<file path="src/rtl/shift_reg_pkg.sv">
// Shared definitions for the universal shift register.
//
// Contents:
//   MODE_HOLD..MODE_SER : 3-bit operation select codes driven on 'mode'
//   state_t             : serializer FSM states (ST_IDLE, ST_SHIFT)
//   dbg_t               : observation bundle (FSM state + bit counter) that
//                         the top level drives out on its 'dbg' port
package shift_reg_pkg;

    localparam logic [2:0] MODE_HOLD = 3'd0;
    localparam logic [2:0] MODE_LOAD = 3'd1;
    localparam logic [2:0] MODE_SHL  = 3'd2;
    localparam logic [2:0] MODE_SHR  = 3'd3;
    localparam logic [2:0] MODE_ROL  = 3'd4;
    localparam logic [2:0] MODE_ROR  = 3'd5;
    localparam logic [2:0] MODE_ASR  = 3'd6;
    localparam logic [2:0] MODE_SER  = 3'd7;

    typedef enum logic {
        ST_IDLE  = 1'b0,
        ST_SHIFT = 1'b1
    } state_t;

    // Wide enough for the counter of the largest legal WIDTH (32 -> 6 bits).
    localparam int DBG_CNT_W = 6;

    typedef struct packed {
        state_t               state;
        logic [DBG_CNT_W-1:0] cnt;
    } dbg_t;

endpackage

</file>
<file path="src/rtl/shift_register_n_bit_counter.sv">
// bit_counter: small up-counter used to count serializer shift edges.
//
// Ports:
//   clk     : clock, rising edge
//   reset_p : synchronous active-high reset, clears cnt
//   clr     : synchronous clear, wins over inc
//   inc     : advance by one; wraps from MAX back to 0
//   cnt     : current count, never above MAX
//   last    : high while cnt == MAX
module bit_counter #(
    parameter int MAX = 7,
    parameter int CW  = $clog2(MAX + 2)
) (
    input  logic          clk,
    input  logic          reset_p,
    input  logic          clr,
    input  logic          inc,
    output logic [CW-1:0] cnt,
    output logic          last
);

    localparam logic [CW-1:0] MAX_C = CW'(MAX);

    assign last = (cnt == MAX_C);

    always_ff @(posedge clk) begin
        if (reset_p) begin
            cnt <= '0;
        end else if (clr) begin
            cnt <= '0;
        end else if (inc) begin
            // Wrap on the final count so the value never exceeds MAX.
            cnt <= last ? '0 : cnt + 1'b1;
        end
    end

endmodule

</file>
<file path="src/rtl/shift_register_n.sv">
// shift_register_n: WIDTH-bit universal shift register with hold, load,
// logical shifts, rotates, arithmetic shift right and a self-timed MSB-first
// serializer.
//
// Ports:
//   clk     : clock, all state changes on the rising edge
//   reset_p : synchronous active-high reset, priority over everything
//   en      : clock enable; low freezes q, sout, FSM state and bit counter
//   mode    : operation select (MODE_* in shift_reg_pkg), ignored while busy
//   d       : parallel load data (LOAD and SER start)
//   sin     : serial input for SHL / SHR
//   q       : register contents
//   sout    : registered copy of the last bit shifted out
//   busy    : high while a serialize operation is in progress
//   done    : one-cycle pulse when a serialize operation finishes
//   dbg     : FSM state and bit counter, for observation only
//
// Handshake: a SER request is taken only on an enabled edge while busy is
// low (which includes the done cycle); requests while busy are dropped.
module shift_register_n
    import shift_reg_pkg::*;
#(
    parameter int               WIDTH       = 8,
    parameter logic [WIDTH-1:0] RESET_VALUE = '0
) (
    input  logic             clk,
    input  logic             reset_p,
    input  logic             en,
    input  logic [2:0]       mode,
    input  logic [WIDTH-1:0] d,
    input  logic             sin,
    output logic [WIDTH-1:0] q,
    output logic             sout,
    output logic             busy,
    output logic             done,
    output dbg_t             dbg
);

    localparam int CNT_W = $clog2(WIDTH + 1);

    state_t           state;
    logic [CNT_W-1:0] cnt;
    logic             cnt_last;
    logic             start;
    logic             shifting;

    // Serializer start: only from IDLE on an enabled SER edge.
    assign start    = en && (state == ST_IDLE) && (mode == MODE_SER);
    assign shifting = en && (state == ST_SHIFT);

    bit_counter #(
        .MAX (WIDTH - 1),
        .CW  (CNT_W)
    ) u_bit_counter (
        .clk     (clk),
        .reset_p (reset_p),
        .clr     (start),
        .inc     (shifting),
        .cnt     (cnt),
        .last    (cnt_last)
    );

    always_ff @(posedge clk) begin
        if (reset_p) begin
            q     <= RESET_VALUE;
            sout  <= 1'b0;
            busy  <= 1'b0;
            done  <= 1'b0;
            state <= ST_IDLE;
        end else begin
            // done drops on every edge, enabled or not, so it is one cycle wide.
            done <= 1'b0;
            if (en) begin
                case (state)
                    ST_IDLE: begin
                        case (mode)
                            MODE_HOLD: ;
                            MODE_LOAD: q <= d;
                            MODE_SHL: begin
                                q    <= {q[WIDTH-2:0], sin};
                                sout <= q[WIDTH-1];
                            end
                            MODE_SHR: begin
                                q    <= {sin, q[WIDTH-1:1]};
                                sout <= q[0];
                            end
                            MODE_ROL: begin
                                q    <= {q[WIDTH-2:0], q[WIDTH-1]};
                                sout <= q[WIDTH-1];
                            end
                            MODE_ROR: begin
                                q    <= {q[0], q[WIDTH-1:1]};
                                sout <= q[0];
                            end
                            MODE_ASR: begin
                                q    <= {q[WIDTH-1], q[WIDTH-1:1]};
                                sout <= q[0];
                            end
                            MODE_SER: begin
                                q     <= d;
                                busy  <= 1'b1;
                                state <= ST_SHIFT;
                            end
                            default: ;
                        endcase
                    end
                    ST_SHIFT: begin
                        // MSB first; zeros fill from the bottom.
                        sout <= q[WIDTH-1];
                        q    <= {q[WIDTH-2:0], 1'b0};
                        if (cnt_last) begin
                            state <= ST_IDLE;
                            busy  <= 1'b0;
                            done  <= 1'b1;
                        end
                    end
                    default: state <= ST_IDLE;
                endcase
            end
        end
    end

    assign dbg = '{state: state, cnt: DBG_CNT_W'(cnt)};

endmodule
</file>
<file path="config.mk">
export PLATFORM = sky130hd
export DESIGN_NAME = shift_register_n
export DESIGN_NICKNAME = d
export VERILOG_FILES = /design/src/rtl/shift_reg_pkg.sv /design/src/rtl/shift_register_n_bit_counter.sv /design/src/rtl/shift_register_n.sv
export SDC_FILE = /design/constraint.sdc
export NUM_CORES = 1
export LEC_CHECK = 0
export BUFFER_PORTS_ARGS = -buffer_cell sky130_fd_sc_hd__buf_4
export CORE_MARGIN = 8
export CORE_UTILIZATION = 30
export CTS_BUF_LIST = sky130_fd_sc_hd__clkbuf_2 sky130_fd_sc_hd__clkbuf_4 sky130_fd_sc_hd__clkbuf_8
export DETAILED_ROUTE_END_ITERATION = 16
export PLACE_DENSITY = 0.59
export SLEW_MARGIN = 20
export SYNTH_ARGS = -nofsm -noshare
export SYNTH_HDL_FRONTEND = slang
export SYNTH_SLANG_ARGS = --single-unit
</file>
<file path="constraint.sdc">
create_clock -name clk -period 1.5 [get_ports clk]
set_clock_uncertainty 0.15 [all_clocks]
set_input_delay 0.3 -clock clk [delete_from_list [all_inputs] [get_ports clk]]
set_output_delay 0.3 -clock clk [all_outputs]
set_load 0.02 [all_outputs]
</file>
* Yosys cells after proc, flatten, opt, wreduce, memory -nomap -nowiden
Index checks and enable logic that the tools add are counted.
Word-level totals: bits in registers 16, bits of input ports 15, output and inout port bits 18, logic and storage cells 48
Operators by class: add/subtract/negate cells 1, equality and inequality tests 14, multiplexer cells 12, bitwise operators 2, reductions and logical operators 12
Operators with widths (count):
- $pmux 8 s6 | 1
- $pmux 8 s2 | 1
- $eq 3x3->1 const B | 4
- $pmux 1 s2 | 4
- $ne 7x2->1 const B | 1
- $eq 3x2->1 const B | 2
- $ne 6x2->1 const B | 1
- $reduce_and 3->1 | 2
- $reduce_or 2->1 | 3
- $reduce_or 3->1 | 2
- $mux 1 | 5
- $add 4x1->4 const B | 1
- $eq 4x3->1 const B | 1
- $mux 4 | 1
- $ne 2x1->1 const B | 2
- $reduce_and 2->1 | 2
- $eq 3x1->1 const B | 1
- $logic_and 1x1->1 | 3
- $ne 3x3->1 const B | 1
- $ne 2x2->1 const B | 1
- $not 1->1 | 2

* Depth between registers and ports, before layout
Gate-level depths: netlist (run 1).
word-level depth 4, mapped depth 6, gate-level depth less buffers 5

* Hierarchy
A second synthesis (run 1) with hierarchy kept.
Second synthesis, totals: cells, all modules 134, area, all modules 1091.0 um^2
By module, submodules not included:
- shift_register_n | times used 1, cells each 114, area an instance 907.1 um^2, sequential area each 240.2 um^2
- bit_counter | times used 1, cells each 20, area an instance 183.9 um^2, sequential area each 80.1 um^2

* Least setup slack after synthesis (run 1)
No wires, ideal clock.
kind input -> register, from input port mode[1], to register q[3], setup time 0.133 ns, arrival time 1.241 ns, required time 1.217 ns, path slack -0.024 ns, stages 4, buffers on the path 0, cells stage by stage xnor2_2 -> mux2_2 -> a22oi_1 -> a311oi_1
Between the ends: word-level cells in the longest chain between the ends 4, elaborated cells on any way between the ends 12, those cells by class eq/ne: 8; mux: 2; reduce/logical: 2
RTL lines:
- start, declared | RTL line shift_register_n.sv:29 | input logic [2:0] mode,
- $eq 3x3->1 / $eq 3x1->1 (equally long branches) | RTL line shift_register_n.sv:76 | case (mode)
- $reduce_or 2->1 (no line)
- $pmux 8 s6 / $ne 7x2->1 (equally long branches)
- $pmux 8 s2 / $reduce_and 2->1 (equally long branches)
- end signal, assigned | RTL line shift_register_n.sv:80 | q <= {q[WIDTH-2:0], sin};
- end signal, assigned | RTL line shift_register_n.sv:84 | q <= {sin, q[WIDTH-1:1]};
- end signal, assigned | RTL line shift_register_n.sv:88 | q <= {q[WIDTH-2:0], q[WIDTH-1]};
- end, declared | RTL line shift_register_n.sv:32 | output logic [WIDTH-1:0] q,
Parallel ways exist; a longest one is shown, timed or not. A chain may end at the register's enable or synchronous reset.

* Worst setup path in the final report (run 1)
from register state, to output port dbg[6] in the netlist's numbering
RTL lines:
- start, declared | RTL line shift_register_n.sv:41 | state_t state;
- start signal, assigned | RTL line shift_register_n.sv:69 | state <= ST_IDLE;
- start signal, assigned | RTL line shift_register_n.sv:102 | state <= ST_SHIFT;
- start signal, assigned | RTL line shift_register_n.sv:112 | state <= ST_IDLE;
- end, declared | RTL line shift_register_n.sv:36 | output dbg_t dbg
No word-level cell between the ends.

==> results.sh, run 1 <==
export IMPL_pre_cts_ws_ns=-0.158
export IMPL_worstRegToRegCells=4
export IMPL_io_buffer_count=30
export IMPL_cpMostUsedCell="buf_4"
export IMPL_holdCritStartpoint="reset_p"
export IMPL_synth_cells=120
export IMPL_cts_root_buf="clkbuf_4"
export IMPL_clock_sinks=16
export IMPL_gp_congestion=0.783
export IMPL_initial_core_util_pct=31.0
export IMPL_report_final_slew_viol_count=0
export IMPL_cp_start_kind="flip-flop"
export IMPL_peakVddDrop_uv=348
export IMPL_grt_antenna_before_repair=0
export IMPL_max_cap_violations=0
export IMPL_num_fill_cells=346
export IMPL_cts_buffer_depth=2
export IMPL_whs_ns=0.143
export IMPL_r2r_setup_slack_ns=0.10
export IMPL_min_path_type="input port to flip-flop"
export IMPL_p_total_uw=1090
export IMPL_critical_path_buf_inv_count=2
export IMPL_clkLatencyLatePin_ns=0.29
export IMPL_powerDensity_nw_per_um2=747
export IMPL_cp_data_arrival_time_ns=0.98
export IMPL_hold_path_end="q[2]"
export IMPL_fin_crit_ns=1.43
export IMPL_drtPass1Iterations=4
export IMPL_status="complete, no violations"
export IMPL_ys_warn_count=0
export IMPL_synth_seq_cells=16
export IMPL_die_area_um2=5580
export IMPL_syn2layout_area_growth_pct=40.4
export IMPL_grt_pass1_vias=1049
export IMPL_fin_crit_sh_pct=95.2
export IMPL_hold_viol_final=0
export IMPL_grt_max_degree=16
export IMPL_netlist_area_um2=1030
export IMPL_drive_above_1_share_pct=42.3
export IMPL_crit_type="flip-flop to output pin"
export IMPL_setup_slack_ns=0.0722
export IMPL_p_leak_uw=0.000623
export IMPL_fp_dieH_um=74.7
export IMPL_drt_wirelength_per_cell_um=14.2
export IMPL_drc=0
export IMPL_grt_pass1_wl_um=4790
export IMPL_placeableCoreArea_um2=3340
export IMPL_totalWireLength_um=2960
export IMPL_syn_area_per_cell_um2=8.62
export IMPL_ant_nets=0
export IMPL_rsz0062_at_grt="false"
export IMPL_std_cell_rows=21
export IMPL_crit_path_max_incr_delay_ns=0.39
export IMPL_htree_num_levels=1
export IMPL_r2r_end="u_bit_counter.cnt[3]"
export IMPL_layout_nets=180
export IMPL_fin_cells=209
export IMPL_cp_required_ns=1.05
export IMPL_hold_depth=2
export IMPL_dp_hpwl_um=2270
export IMPL_fmax_ghz=0.700
export IMPL_grt_usage_pct=10.9
export IMPL_path_cells="buf_4 -> buf_4"
export IMPL_path_clk_slew_ns=0.10
export IMPL_critPathCaptureType="output pin"
export IMPL_numCtsBuffers=3
export IMPL_seq_area_frac_synth_pct=31.0
export IMPL_ios=33
export IMPL_setup_tns_ns=0
export IMPL_cts_tree="yes"
export IMPL_ys_types=40
export IMPL_path_max_fanout=8
export IMPL_grt_ovfl_total=0
export IMPL_r2r_start="u_bit_counter.cnt[1]"
export IMPL_dp_cells=204
export IMPL_critPathSlowestCell="dfxtp_4"
export IMPL_finalSetupViolations=0
export IMPL_cpLargestDelayFamily="flip-flops"
export IMPL_die_w_um=74.7
export IMPL_via_per_inst=5.11
export IMPL_drt_iter0_markers=61
export IMPL_antenna_cells=0
export IMPL_num_vias=1069
-- worst register-to-register path: stages, from the launching register on --
cell,delay [ns]
dfxtp_2,0.35
ha_2,0.18
and3b_2,0.20
o41a_1,0.40
nor2_1,0.08
-- registers in the layout, summed over array words and instances, names as in the netlist --
| name | flops |
|---|---|
| busy | 1 |
| state | 1 |
| done | 1 |
| sout | 1 |
| q | 8 |
| u_bit_counter.cnt | 4 |
-- through the flow --
stage	area (um2)	util, %
floorplan	1050	-
global placement	1400	41.8
detailed placement	1400	41.8
CTS	1430	43.0
global route	1450	43.5
finish	1450	43.5
-- Yosys cell counts (all sizes together) --
master,n,share of area (%)
a211o,1,0.85
a211oi,3,2.7
a21o,1,0.73
a21oi,9,4.4
a22oi,4,2.9
a311oi,4,3.4
a32oi,2,1.7
a41o,1,0.97
and2,1,0.60
and3b,1,0.85
buf,10,6.5
clkbuf,1,0.36
conb,1,0.36
dfxtp,16,31
ha,1,1.2
inv,1,0.36
mux2,6,6.5
mux2i,5,4.8
nand2,5,1.8
nand2b,1,0.60
nand3,8,3.9
nand3b,3,2.2
nor2,13,5.0
nor2b,1,0.60
nor3,5,2.4
nor3b,2,1.5
nor4,1,0.60
o21ai,3,1.5
o21bai,2,2.5
o221ai,1,0.85
o31ai,1,0.73
o41a,1,1.1
or3,1,0.60
xnor2,3,3.3
xor2,1,0.85
-- worst max-delay path by stage --
stage                                      end                 start  depth (start not counted)  slack [ns]
final                                   dbg[6]                 state                          2        0.07
after global routing      u_bit_counter.cnt[3]  u_bit_counter.cnt[1]                          4        0.02
after CTS                               dbg[6]                 state                          2        0.04
after detailed placement                  q[3]               mode[1]                          5       -0.16
after global placement                    q[3]               mode[1]                          5       -0.14
after floorplan                           q[1]                 state                          6       0.002
-- power by group --
| group | switching, uW | internal [uW] |
|---|---|---|
| clock | 142 | 148 |
| combinational | 160 | 165 |
| sequential | 26.2 | 445 |
-- per-layer routing --
metal  track usage [%]  routed length [um]  part of all wire [%]  vias to the layer above
met5                 0                   0                     0                        -
met1              13.2                1330                    45                      506
li1                  -                   -                     -                      529
met4              3.26                  13                  0.44                        0
met2              17.6                1400                    47                       32
met3              3.73                 213                   7.2                        2
-- cell usage in the layout (no fill, tap or decap), types with 4 or more instances in the layout --
cell	instances
mux2_2	6
a311oi_1	4
nor2_1	12
mux2i_1	5
buf_4	48
a21oi_1	8
nand2_1	5
nand3_1	8
nor3_1	5
dfxtp_1	14
a22oi_1	4
-- layout make-up --
class	instances	area, um2	area share [%]
Inverter	1	3.75	0.258
Tap cell	46	57.6	3.96
Multi-Input combinational cell	93	664	45.7
Sequential cell	16	325	22.4
Clock buffer	4	36.3	2.50
Timing Repair Buffer	49	365	25.2
-- logic make-up (layout without fill, tap and decap cells) --
kind of cell,after synthesis,count (layout),synth area share [%]
adders and majority gates,1,1,1.21
AOI/OAI and AO/OA,33,33,24.2
xor gates and xnor gates,4,4,4.11
and+or+nand+nor,42,42,20.6
other,1,2,0.362
DFF,16,16,31.0
muxes,11,11,11.4
buffers and inverters,12,54,7.25
-- repair_timing --
action                                  in CTS  in global routing
endpoints found under the setup margin       6                  6
pin swaps                                    0                  0
resized for setup                            1                  7
hold buffers                                 0                  0
gates cloned                                 0                  1
buffers inserted                             0                  0
(Power assumes the default switching activity.)
==> run 2, diff against run 1 <==
--- a/config.mk
+++ b/config.mk
@@ -10,7 +10,7 @@
 export CORE_UTILIZATION = 30
 export CTS_BUF_LIST = sky130_fd_sc_hd__clkbuf_2 sky130_fd_sc_hd__clkbuf_4 sky130_fd_sc_hd__clkbuf_8
 export DETAILED_ROUTE_END_ITERATION = 16
-export PLACE_DENSITY = 0.59
+export PLACE_DENSITY = 0.57
 export SLEW_MARGIN = 20
 export SYNTH_ARGS = -nofsm -noshare
 export SYNTH_HDL_FRONTEND = slang
==> constraint.sdc (replaced) <==
create_clock -name clk -period 1.83 [get_ports clk]
set_clock_uncertainty 0.15 [all_clocks]
set_input_delay 0.366 -clock clk [delete_from_list [all_inputs] [get_ports clk]]
set_output_delay 0.366 -clock clk [all_outputs]
set_load 0.02 [all_outputs]
==> results.sh, run 2 (synthesis gave the netlist of run 1 again) <==
export IMPL_hold_buffers=0
export IMPL_rsz0062_at_grt="false"
export IMPL_finalSetupViolations=0
export IMPL_regMostFlops="q"
export IMPL_clkLatencyLatePin_ns=0.28
export IMPL_drt_iter0_markers=44
export IMPL_setup_tns_ns=0
export IMPL_critPathCaptureType="output pin"
export IMPL_max_cap_violations=0
export IMPL_ios=33
export IMPL_syn2layout_area_growth_pct=28.8
export IMPL_num_fill_cells=351
export IMPL_cp_start_kind="flip-flop"
export IMPL_grt_max_degree=16
export IMPL_cp_data_arrival_time_ns=1.13
export IMPL_layout_nets=169
export IMPL_dp_hpwl_um=2160
export IMPL_io_buffer_count=30
export IMPL_largestRegisters="q: 8 flops, u_bit_counter.cnt: 4 flops"
export IMPL_die_w_um=74.7
export IMPL_drive_above_1_share_pct=33.8
export IMPL_numCtsBuffers=3
export IMPL_largest_register_ffs=8
export IMPL_report_final_slew_viol_count=0
export IMPL_antenna_cells=0
export IMPL_crit_type="flip-flop to output pin"
export IMPL_fin_crit_ns=1.64
export IMPL_std_cell_rows=21
export IMPL_grt_usage_pct=10.8
export IMPL_fp_dieH_um=74.7
export IMPL_drc=0
export IMPL_die_area_um2=5580
export IMPL_num_vias=994
export IMPL_final_cell_mix="buf_4 (38), dfxtp_1 (16), nor2_1 (12), a21oi_1 (9), nand3_1 (8)"
export IMPL_cp_required_ns=1.31
export IMPL_placeableCoreArea_um2=3340
export IMPL_cts_root_buf="clkbuf_4"
export IMPL_grt_pass1_wl_um=4790
export IMPL_drtPass1Iterations=4
export IMPL_grt_pass1_vias=1017
export IMPL_grt_ovfl_total=0
export IMPL_initial_core_util_pct=31.0
export IMPL_place_area_um2=1310
export IMPL_peakVddDrop_uv=331
export IMPL_totalWireLength_um=2860
export IMPL_fin_crit_sh_pct=89.7
export IMPL_via_per_inst=5.05
export IMPL_min_path_type="input port to flip-flop"
export IMPL_p_leak_uw=0.000561
export IMPL_fin_area_um2=1330
export IMPL_htree_num_levels=1
export IMPL_fmax_ghz=0.609
export IMPL_path_clk_slew_ns=0.09
export IMPL_cts_tree="yes"
export IMPL_ant_nets=0
export IMPL_powerDensity_nw_per_um2=614
export IMPL_cts_resized=0
export IMPL_cts_buffer_depth=2
export IMPL_status="complete, no violations"
export IMPL_grt_antenna_before_repair=0
export IMPL_clock_sinks=16
export IMPL_path_max_fanout=8
export IMPL_drt_wirelength_per_cell_um=14.5
export IMPL_hold_viol_final=0
export IMPL_gp_congestion=0.768
export IMPL_layout_commonest_cell="buf_4"
export IMPL_cts_setup_buffers=0
## run 2: power by group
part           internal [uW]  switching, uW
Clock                   76.4            112
Combinational            118            122
Sequential               366           25.2
Total                    560            259
## run 2: path summary, 6_finish.rpt
| kind | start | endpoint | slack [ns] | depth (start not counted) |
|---|---|---|---|---|
| max | state | dbg[6] | 0.19 | 2 |
| min | reset_p | busy | 0.21 | 2 |
| max reg2reg | state | u_bit_counter.cnt[3] | 0.29 | 4 |
| min reg2reg | busy | busy | 0.33 | 2 |
## run 2: critical path, cell delays in order, from the launching register on
cell and delay (ns):
dfxtp_1 0.51, buf_4 0.20, buf_4 0.14
## run 2: metrics by stage
stage,instances,setup WS [ns],hold slack (ns),total power [uW],utilization [%]
after detailed placement,194,0.0845,0.329,639,39.3
after global routing,197,0.118,0.214,865,39.9
after CTS,197,0.170,0.201,830,39.9
final,197,0.189,0.214,819,39.9
after global placement,194,0.124,0.320,634,39.3
after floorplan,121,0.240,0.294,549,-
## run 2: metal layers
metal  share of wire, %  GRT usage, %  up-vias
met1                 45          12.8      453
li1                   -             -      506
met3                8.2          4.53        2
met5                  0             0        -
met2                 46          17.7       33
met4               0.49          1.96        0
## run 2: cell type report
cell class / instances / area [um2] / area share (%)
sequential: 16 / 320 / 24.0
inverter: 1 / 3.75 / 0.282
tap: 46 / 57.6 / 4.32
multi-input combinational: 93 / 643 / 48.3
timing repair buffer: 38 / 285 / 21.4
clock buffer: 3 / 22.5 / 1.69
